===== src/rtl/ay_psg_sequencer_if.sv =====
// Bundle of the BK parallel-port, AY bus and status signals of ay_psg_sequencer.
//   slave  : the sequencer (consumes BK strobe/qualifiers, drives AY bus/status)
//   master : the BK/AY environment side
// Signals: strobe/iwrbt/dout/isel/din  BK port inputs (asynchronous)
//          ay_din                      AY DA read-back
//          ay_dout/ay_doe              AY DA data and drive enable
//          ay_bdir/ay_bc1              per-chip bus control
//          rd_data/rd_valid            last read value and update pulse
//          busy/ovr/err/ovr_clr        status flags and sticky-overrun clear
interface ay_psg_sequencer_if #(
  parameter int NCHIP = 2
);
  logic             strobe;
  logic             iwrbt;
  logic             dout;
  logic             isel;
  logic [7:0]       din;
  logic [7:0]       ay_din;
  logic [7:0]       ay_dout;
  logic             ay_doe;
  logic [NCHIP-1:0] ay_bdir;
  logic [NCHIP-1:0] ay_bc1;
  logic [7:0]       rd_data;
  logic             rd_valid;
  logic             busy;
  logic             ovr;
  logic             err;
  logic             ovr_clr;

  modport slave (
    input  strobe, iwrbt, dout, isel, din, ay_din, ovr_clr,
    output ay_dout, ay_doe, ay_bdir, ay_bc1, rd_data, rd_valid, busy, ovr, err
  );

  modport master (
    output strobe, iwrbt, dout, isel, din, ay_din, ovr_clr,
    input  ay_dout, ay_doe, ay_bdir, ay_bc1, rd_data, rd_valid, busy, ovr, err
  );
endinterface


===== src/rtl/ay_psg_sequencer.sv =====
// Converts BK parallel-port strobes into AY-3-8910 bus cycles (LADDR/WRPSG/RDPSG)
// for up to four chips.
// Ports: clk, rst (synchronous, active-high) and bus (ay_psg_sequencer_if.slave).
// Parameters: NCHIP chips served, MODE command decoding (0 Novo, 1 Stas1,
// 2 Stas2), SETUP_CYC data setup clocks, PULSE_CYC bus-control pulse clocks.
module ay_psg_sequencer #(
  parameter int NCHIP     = 2,
  parameter int MODE      = 0,
  parameter int SETUP_CYC = 2,
  parameter int PULSE_CYC = 3
) (
  input  logic clk,
  input  logic rst,
  ay_psg_sequencer_if.slave bus
);

  typedef enum logic [1:0] {S_IDLE, S_SETUP, S_PULSE, S_HOLD} state_t;
  typedef enum logic [1:0] {C_LADDR, C_WRPSG, C_RDPSG} cmd_t;

  // {strobe, iwrbt, dout, isel, din}
  logic [11:0] sync1, sync2;
  logic        strobe_q;
  logic [2:0]  warm;

  logic        s_strobe, s_iwrbt, s_dout, s_isel;
  logic [7:0]  s_din;
  logic        cmd_edge;
  logic        idx_ok;
  cmd_t        dec;

  state_t           state;
  cmd_t             cmd;
  logic [3:0]       cnt;
  logic [1:0]       sel;
  logic [1:0]       tgt;
  logic [NCHIP-1:0] tgt_mask;
  logic [1:0]       code;

  assign {s_strobe, s_iwrbt, s_dout, s_isel, s_din} = sync2;

  // The edge detector is masked until strobe_q holds a genuine post-reset
  // sample, so a strobe held high across reset release is not a command.
  assign cmd_edge = s_strobe & ~strobe_q & warm[2];

  // Validity uses both index bits even for NCHIP<=2, so din[5]=1 is rejected
  // there; once accepted, din[5:4] equals the effective chip number.
  assign idx_ok = ({1'b0, s_din[5:4]} < 3'(NCHIP));

  assign tgt_mask = NCHIP'(1) << tgt;
  assign bus.busy = (state != S_IDLE);

  always_comb begin
    dec = C_RDPSG;
    if (s_dout) begin
      case (MODE)
        0:       dec = s_iwrbt ? C_LADDR : C_WRPSG;
        1:       dec = s_iwrbt ? C_WRPSG : C_LADDR;
        default: dec = s_isel  ? C_WRPSG : C_LADDR;
      endcase
    end
  end

  always_comb begin
    code = 2'b00;
    case (cmd)
      C_LADDR: code = 2'b11;
      C_WRPSG: code = 2'b10;
      C_RDPSG: code = 2'b01;
      default: code = 2'b00;
    endcase
  end

  always_ff @(posedge clk) begin
    if (rst) begin
      sync1        <= '0;
      sync2        <= '0;
      strobe_q     <= 1'b0;
      warm         <= '0;
      state        <= S_IDLE;
      cmd          <= C_LADDR;
      cnt          <= '0;
      sel          <= '0;
      tgt          <= '0;
      bus.ay_dout  <= '0;
      bus.ay_doe   <= 1'b0;
      bus.ay_bdir  <= '0;
      bus.ay_bc1   <= '0;
      bus.rd_data  <= '0;
      bus.rd_valid <= 1'b0;
      bus.ovr      <= 1'b0;
      bus.err      <= 1'b0;
    end else begin
      sync1    <= {bus.strobe, bus.iwrbt, bus.dout, bus.isel, bus.din};
      sync2    <= sync1;
      strobe_q <= s_strobe;
      warm     <= {warm[1:0], 1'b1};

      bus.err      <= 1'b0;
      bus.rd_valid <= 1'b0;

      if (cmd_edge && (state != S_IDLE)) begin
        bus.ovr <= 1'b1;
      end else if (bus.ovr_clr) begin
        bus.ovr <= 1'b0;
      end

      case (state)
        S_IDLE: begin
          if (cmd_edge) begin
            if ((dec == C_LADDR) && !idx_ok) begin
              bus.err <= 1'b1;
            end else begin
              cmd   <= dec;
              state <= S_SETUP;
              cnt   <= 4'(SETUP_CYC - 1);
              case (dec)
                C_LADDR: begin
                  sel         <= s_din[5:4];
                  tgt         <= s_din[5:4];
                  bus.ay_dout <= {4'b0000, s_din[3:0]};
                  bus.ay_doe  <= 1'b1;
                end
                C_WRPSG: begin
                  tgt         <= sel;
                  bus.ay_dout <= s_din;
                  bus.ay_doe  <= 1'b1;
                end
                default: begin
                  tgt         <= sel;
                  bus.ay_dout <= '0;
                  bus.ay_doe  <= 1'b0;
                end
              endcase
            end
          end
        end
        S_SETUP: begin
          if (cnt == 4'd0) begin
            state       <= S_PULSE;
            cnt         <= 4'(PULSE_CYC - 1);
            bus.ay_bdir <= code[1] ? tgt_mask : '0;
            bus.ay_bc1  <= code[0] ? tgt_mask : '0;
          end else begin
            cnt <= cnt - 4'd1;
          end
        end
        S_PULSE: begin
          if (cnt == 4'd0) begin
            state       <= S_HOLD;
            bus.ay_bdir <= '0;
            bus.ay_bc1  <= '0;
            if (cmd == C_RDPSG) begin
              bus.rd_data  <= bus.ay_din;
              bus.rd_valid <= 1'b1;
            end
          end else begin
            cnt <= cnt - 4'd1;
          end
        end
        S_HOLD: begin
          state       <= S_IDLE;
          bus.ay_doe  <= 1'b0;
          bus.ay_dout <= '0;
        end
        default: state <= S_IDLE;
      endcase
    end
  end

endmodule


===== src/flat_wrapper.sv =====
// flat-port wrapper written by rule: the top's interface ports become plain ports
module ay_psg_sequencer_flat 
#(
  parameter int NCHIP     = 2,
  parameter int MODE      = 0,
  parameter int SETUP_CYC = 2,
  parameter int PULSE_CYC = 3
)
  (clk, rst, bus_strobe, bus_iwrbt, bus_dout, bus_isel, bus_din, bus_ay_din, bus_ovr_clr, bus_ay_dout, bus_ay_doe, bus_ay_bdir, bus_ay_bc1, bus_rd_data, bus_rd_valid, bus_busy, bus_ovr, bus_err);
  ay_psg_sequencer_if #(.NCHIP(NCHIP)) bus_i ();
  input  logic clk;
  input  logic rst;
  input wire logic [$bits(bus_i.strobe)-1:0] bus_strobe;
  input wire logic [$bits(bus_i.iwrbt)-1:0] bus_iwrbt;
  input wire logic [$bits(bus_i.dout)-1:0] bus_dout;
  input wire logic [$bits(bus_i.isel)-1:0] bus_isel;
  input wire logic [$bits(bus_i.din)-1:0] bus_din;
  input wire logic [$bits(bus_i.ay_din)-1:0] bus_ay_din;
  input wire logic [$bits(bus_i.ovr_clr)-1:0] bus_ovr_clr;
  output wire logic [$bits(bus_i.ay_dout)-1:0] bus_ay_dout;
  output wire logic [$bits(bus_i.ay_doe)-1:0] bus_ay_doe;
  output wire logic [$bits(bus_i.ay_bdir)-1:0] bus_ay_bdir;
  output wire logic [$bits(bus_i.ay_bc1)-1:0] bus_ay_bc1;
  output wire logic [$bits(bus_i.rd_data)-1:0] bus_rd_data;
  output wire logic [$bits(bus_i.rd_valid)-1:0] bus_rd_valid;
  output wire logic [$bits(bus_i.busy)-1:0] bus_busy;
  output wire logic [$bits(bus_i.ovr)-1:0] bus_ovr;
  output wire logic [$bits(bus_i.err)-1:0] bus_err;
  assign bus_i.strobe = bus_strobe;
  assign bus_i.iwrbt = bus_iwrbt;
  assign bus_i.dout = bus_dout;
  assign bus_i.isel = bus_isel;
  assign bus_i.din = bus_din;
  assign bus_i.ay_din = bus_ay_din;
  assign bus_i.ovr_clr = bus_ovr_clr;
  assign bus_ay_dout = bus_i.ay_dout;
  assign bus_ay_doe = bus_i.ay_doe;
  assign bus_ay_bdir = bus_i.ay_bdir;
  assign bus_ay_bc1 = bus_i.ay_bc1;
  assign bus_rd_data = bus_i.rd_data;
  assign bus_rd_valid = bus_i.rd_valid;
  assign bus_busy = bus_i.busy;
  assign bus_ovr = bus_i.ovr;
  assign bus_err = bus_i.err;
  ay_psg_sequencer #(.NCHIP(NCHIP), .MODE(MODE), .SETUP_CYC(SETUP_CYC), .PULSE_CYC(PULSE_CYC)) u_core (.clk(clk), .rst(rst), .bus(bus_i));
endmodule

===== config.mk =====
export PLATFORM = sky130hd
export DESIGN_NAME = ay_psg_sequencer_flat
export DESIGN_NICKNAME = d
export VERILOG_FILES = /design/src/rtl/ay_psg_sequencer_if.sv /design/src/rtl/ay_psg_sequencer.sv /design/src/flat_wrapper.sv
export SDC_FILE = /design/constraint.sdc
export NUM_CORES = 1
export LEC_CHECK = 0
export BUFFER_PORTS_ARGS = -buffer_cell sky130_fd_sc_hd__buf_2
export CORE_ASPECT_RATIO = 0.5
export CORE_UTILIZATION = 31
export CTS_CLUSTER_DIAMETER = 150
export DETAILED_ROUTE_END_ITERATION = 8
export PLACE_DENSITY_LB_ADDON = 0.1
export SYNTH_ARGS = -nofsm -noshare
export SYNTH_HDL_FRONTEND = slang
export SYNTH_SLANG_ARGS = --single-unit

===== constraint.sdc =====
create_clock -name clk -period 2.4 [get_ports clk]
set_input_delay 0.12 -clock clk [delete_from_list [all_inputs] [get_ports clk]]
set_output_delay 0.12 -clock clk [all_outputs]
set_load 0.05 [all_outputs]

Yosys cells after proc, flatten, opt, wreduce, memory -nomap -nowiden
Index checks and enable logic that the tools add are counted.
{ "word_totals": {"latch_bits": 0, "ram_bits": 0, "romBits": 0, "regBits": 62, "memories": 0} }
{ "op_classes": {"n_div": 0, "multipliers": 0, "mux": 33, "n_eq_ne": 11, "n_bitwise": 8, "magnitude_cmp": 1, "add_sub_neg": 1, "n_reduce_logical": 22, "n_shift": 1} }
{ "op_table": {"columns": ["operator", "count"], "rows": [
  ["8-bit one-hot mux with 2 select lines", 2],
  ["2-bit 2-to-1 mux", 10],
  ["4-bit 2-to-1 mux", 4],
  ["8-bit 2-to-1 mux", 2],
  ["4-bit one-hot mux with 3 select lines", 1],
  ["3-bit AND reduction", 4],
  ["4-bit AND reduction", 3],
  ["1-bit 2-to-1 mux", 9],
  ["2-bit one-hot mux with 2 select lines", 2],
  ["2-bit one-hot mux with 4 select lines", 1],
  ["2-bit nonzero test", 4],
  ["2-bit by 1-bit == test with 1-bit output, second input constant", 3],
  ["2-bit == test, second input constant", 3],
  ["2-bit logical NOT", 3],
  ["2-bit by 1-bit inequality test with 1-bit output, second input constant", 3],
  ["1-bit inverter", 6],
  ["2-bit one-hot mux with 3 select lines", 1],
  ["3-bit OR reduction", 2],
  ["4-bit logical NOT", 1],
  ["2-bit inequality test, second input constant", 2],
  ["4-bit by 1-bit subtractor with 4-bit output, second input constant", 1],
  ["3-bit nonzero test", 1],
  ["1-bit AND", 2],
  ["1-bit logical AND", 2],
  ["other kinds (5)", 5]
]} }

Longest topological paths before layout
{ "depth": {"word_depth": 8, "mapped_depth": 7, "ltp_nobuf": 6} }

Worst setup path after synthesis
No wires, ideal clock.
{ "synth_timing": {"kind": "reg2reg", "startpoint": "reg u_core.state[0]", "endpoint": "reg u_core.cnt[1]", "t_required_ns": 2.329, "arrival_ns": 1.736, "setup_slack_ns": 0.594, "path_stages_with_launch": 7, "period_less_slack_ns": 1.806, "setup_ns": 0.071, "cell_sequence": "dfxtp_1 inv_1 ha_1 inv_1 a21oi_1 or3_1 a21oi_1"} }
{ "synth_via": {"elab_chain_cells": 3, "elab_cells_between_ends": 9, "cone_classes": "5 x eq/ne; 1 x mux; 3 x reduce/logical"} }
{ "synth_lines": {"columns": ["element", "line", "text"], "rows": [
  ["start: declaration", "ay_psg_sequencer.sv:31", "state_t state;"],
  ["start signal: assignment", "ay_psg_sequencer.sv:79", "state <= S_IDLE;"],
  ["start signal: assignment", "ay_psg_sequencer.sv:114", "state <= S_SETUP;"],
  ["start signal: assignment", "ay_psg_sequencer.sv:139", "state <= S_PULSE;"],
  ["2-bit == test (tied with other cells)", "ay_psg_sequencer.sv:107", "case (state)"],
  ["2-bit inequality test (no line) (tied with other cells)", null, null],
  ["4-bit AND reduction (no line)", null, null],
  ["end signal: assignment", "ay_psg_sequencer.sv:115", "cnt <= 4'(SETUP_CYC - 1);"],
  ["end signal: assignment", "ay_psg_sequencer.sv:140", "cnt <= 4'(PULSE_CYC - 1);"],
  ["end signal: assignment", "ay_psg_sequencer.sv:144", "cnt <= cnt - 4'd1;"],
  ["end: declaration", "ay_psg_sequencer.sv:33", "logic [3:0] cnt;"]
]} }
Parallel ways exist; a longest one is shown, timed or not.
A chain may end at the register's enable or synchronous reset.

Final worst setup path
{ "layout_timing": {"startpoint": "reg u_core.state[1]", "endpoint": "reg u_core.bus.ay_dout[5]"} }
{ "layout_via": {"elab_chain_cells": 3, "elab_cells_between_ends": 7, "cone_classes": "3 x eq/ne; 1 x mux; 3 x reduce/logical"} }
{ "layout_lines": {"columns": ["element", "line", "text"], "rows": [
  ["2-bit logical NOT or 2-bit == test (tied branches)", "ay_psg_sequencer.sv:107", null],
  ["2-bit by 1-bit inequality test with 1-bit output (no line) (tied with other cells)", null, null],
  ["3-bit AND reduction (no line)", null, null],
  ["end signal: assignment", "ay_psg_sequencer.sv:120", "bus.ay_dout <= {4'b0000, s_din[3:0]};"],
  ["end signal: assignment", "ay_psg_sequencer.sv:125", "bus.ay_dout <= s_din;"],
  ["end: declaration", "ay_psg_sequencer_if.sv:32", "output ay_dout, ay_doe, ay_bdir, ay_bc1, rd_data, rd_valid, busy, ovr, err"]
]} }
Parallel ways exist; a longest one is shown, timed or not.

==> flow_summary_export.csv <==
group,metric,value,unit
place,dp.cells,351,
synth,yosys.area.top_type_share,53.9,%
global_route,antenna_found_initial,0,
status,status,"finished clean",
synth,synth_cell_types,40,
synth,seq_area_frac_synth,53.9,%
detailed_routing,routedWlPerCell,11.3,um
finish,layoutNonFillerInstCount,377,
finish,utilization,43.2,%
clock_network,htree_num_levels,3,
finish,drive_gt1_share,25.3,%
timing,worstMarginPinSlew,572,ps
synth,yosysTopAreaCell,"dfxtp_1",
detailed_routing,drtIter0Drc,70,
global_route,overflow,0,
timing,setup_viol,0,
timing,fin_crit_sh,79.5,%
worst_setup_path,arrival,2170,ps
synth,yosysWarningCount,0,
floorplanning,io_pins,48,
floorplanning,die-area,7560,um^2
flow_run,maxCapViolCount,0,
detailed_routing,drc,0,
clock_network,path_clk_slew,50,ps
worst_setup_path,crit_fanout,5,
finish,syn2layout_area_growth,31.9,%
power_and_ir_drop,switching_share,28.7,%
min_path,hp-class,"in2reg",
global_route,grtUsageTotal,12.2,%
timing,report.final.hold_viol_count,0,
floorplanning,initial_core_util,32.8,%
finish,fillCellCount,671,
timing,timing.fmax,524,MHz
place,hpwl,2930,um
synth,synth-main-ff-cell,"dfxtp_1",
power_and_ir_drop,p_leak,1.30,nW
floorplanning,num_rows,21,
detailed_routing,drt_pass1_iterations,4,
place,globalplace.congestion,0.769,
synth,syn_inst,220,
synth,syn_nets,251,
timing,relSlewSlack,61.5,%
finish,final_nets,311,
global_route,top_usage_layer,"met2",
worst_setup_path,cp-start-kind,"flop",
place,io_buffers,46,
detailed_routing,vias,1658,
power_and_ir_drop,pwr-share-seq,39.5,%
global_route,met3_usage,5.75,%
finish,antenna_cells,0,
timing,rsz0062_at_grt,"false",
clock_network,cts_max_path_buffers,2,
power_and_ir_drop,power.density,927,nW/um^2
synth,synth_edf_count,0,
synth,ys_seq_elements,60,
timing,finalClockSkew,3.43,ps
clock_network,postCtsSetupRepairBufs,0,
detailed_routing,ant_nets,0,
power_and_ir_drop,p_switching,0.784,mW
detailed_routing,via_per_inst,4.40,
timing,drv_slew,0,
power_and_ir_drop,peakVddDrop,0.453,mV
synth,synth_area_leaders,"dfxtp_1 (54%), nor2b_1 (7.9%), mux2i_1 (4.9%)",
worst_setup_path,endpoint_kind,"flop",
synth,synthArstFlopShare,0,%
global_route,grt_max_degree,33,
floorplanning,core,6810,um^2
global_route,grt_pass1_vias,1495,
synth,ys_top_cells_by_count,"dfxtp_1 (60), nor2b_1 (28), nor2_1 (18)",
synth,synth_most_common_cell,"dfxtp_1",
global_route,use_met1,14.5,%
worst_setup_path,critical_path_required,2660,ps
power_and_ir_drop,power,2.73,mW
synth,avgSynthCellArea,10.1,um^2
clock_network,cts_root_buf,"clkbuf_16",
worst_setup_path,crit_type,"reg2reg",
power_and_ir_drop,pwr-share-comb,16.9,%
clock_network,cts_tree,"done",
synth,netlist_area,2230,um^2
clock_network,clk_latency,320,ps
power_and_ir_drop,p_int,1.94,mW
floorplanning,die_height,62.0,um
global_route,grt_use_met2,19.4,%
detailed_routing,wirelength,4250,um
clock_network,cts_num_sinks,60,
power_and_ir_drop,p_clk_share,43.6,%
clock_network,numCtsBuffers,9,
timing,finalSetupTns,0,ps
global_route,grt_pass1_wl,6810,um
timing,fin_crit,1910,ps
floorplanning,die_x,122,um
state kept, by name, summed over array words and instances, names as in the netlist:
name and flops:
u_core.sync2 11, u_core.sel 2, u_core.bus.ovr 1, u_core.warm 3, u_core.state 2, u_core.cnt 4, u_core.bus.ay_bc1 2, u_core.bus.ay_bdir 2
u_core.bus.err 1, u_core.bus.rd_data 8, u_core.bus.ay_dout 8, u_core.bus.rd_valid 1, u_core.strobe_q 1, u_core.cmd 2, u_core.sync1 11, u_core.bus.ay_doe 1
cell families (layout without fill, tap and decap cells):
family / count (synthesis) / count (layout) / synth area share, %
DFF: 60 / 60 / 53.9
buffers and inverters: 17 / 82 / 2.97
muxes: 11 / 11 / 4.94
AOI/OAI and AO/OA: 36 / 36 / 10.9
adders and majority gates: 8 / 8 / 4.49
and+or+nand+nor: 88 / 88 / 22.8
routing by layer:
metal  wire length (um)  vias to the layer above
li1                   -                      875
met4                 66                        0
met3                206                        7
met5                  0                        -
met2               1860                       31
met1               2120                      745
cells in the final DEF (no fill, tap or decap), types with 2 or more instances in the layout:
cell,count
o21ai_0,6
a211oi_1,2
clkbuf_16,9
nand3_1,3
nand2_1,12
ha_1,8
a31oi_1,3
a22o_1,7
dfxtp_1,60
inv_6,2
buf_2,46
buf_4,2
nor4_1,4
or3_1,4
nor2b_1,28
nor2_1,18
clkinvlp_4,4
mux2i_1,11
inv_1,8
nand4b_1,2
a21oi_1,12
nand4_1,2
dlygate4sd3_1,10
repair_timing:
| action | 4_1_cts | 5_1_grt |
|---|---|---|
| resized for setup | 0 | 0 |
| endpoints found under the hold margin | 10 | 0 |
| hold buffers | 10 | 0 |
final timing paths:
| kind | startpoint | end | slack (ps) | cells past startpoint |
|---|---|---|---|---|
| min reg2reg | u_core.sync1[5] | u_core.sync2[5] | 430 | 1 |
| max reg2reg | u_core.state[1] | u_core.bus.ay_dout[5] | 490 | 6 |
| min | bus_iwrbt | u_core.sync1[10] | 20 | 2 |
| max | u_core.state[1] | u_core.bus.ay_dout[5] | 490 | 6 |
critical path, stage by stage, from the launching register on:
cell	delay, ps
dfxtp_1	360
inv_1	130
ha_1	250
and4b_1	290
nand2_1	150
nor4_1	470
a22o_1	210
through the flow:
step,instance area (um^2),setup WS (ps),hold slack (ps)
floorplan,2230,594,248
global placement,2550,604,331
detailed placement,2550,560,332
CTS,2940,532,9.42
global route,2940,336,21.7
finish,2940,493,17.7
final cells by class:
type	count	area [um^2]	area share [%]
flip-flops and latches	60	1200	40.9
multi-input cells	143	962	32.7
repair buffers	58	345	11.7
clock buffers	10	239	8.13
well taps	92	115	3.91
clock inverters	6	47.5	1.62
inverters	8	30.0	1.02
power by group through the flow:
stage                     logic, mW  clock network [mW]  registers [mW]
after floorplan               0.300                   0            1.14
after global placement        0.439                   0            1.10
after detailed placement      0.448                   0            1.10
after CTS                     0.461                1.22            1.08
after global routing          0.511                1.27            1.08
final                         0.462                1.19            1.08
(Power assumes the default switching activity.)
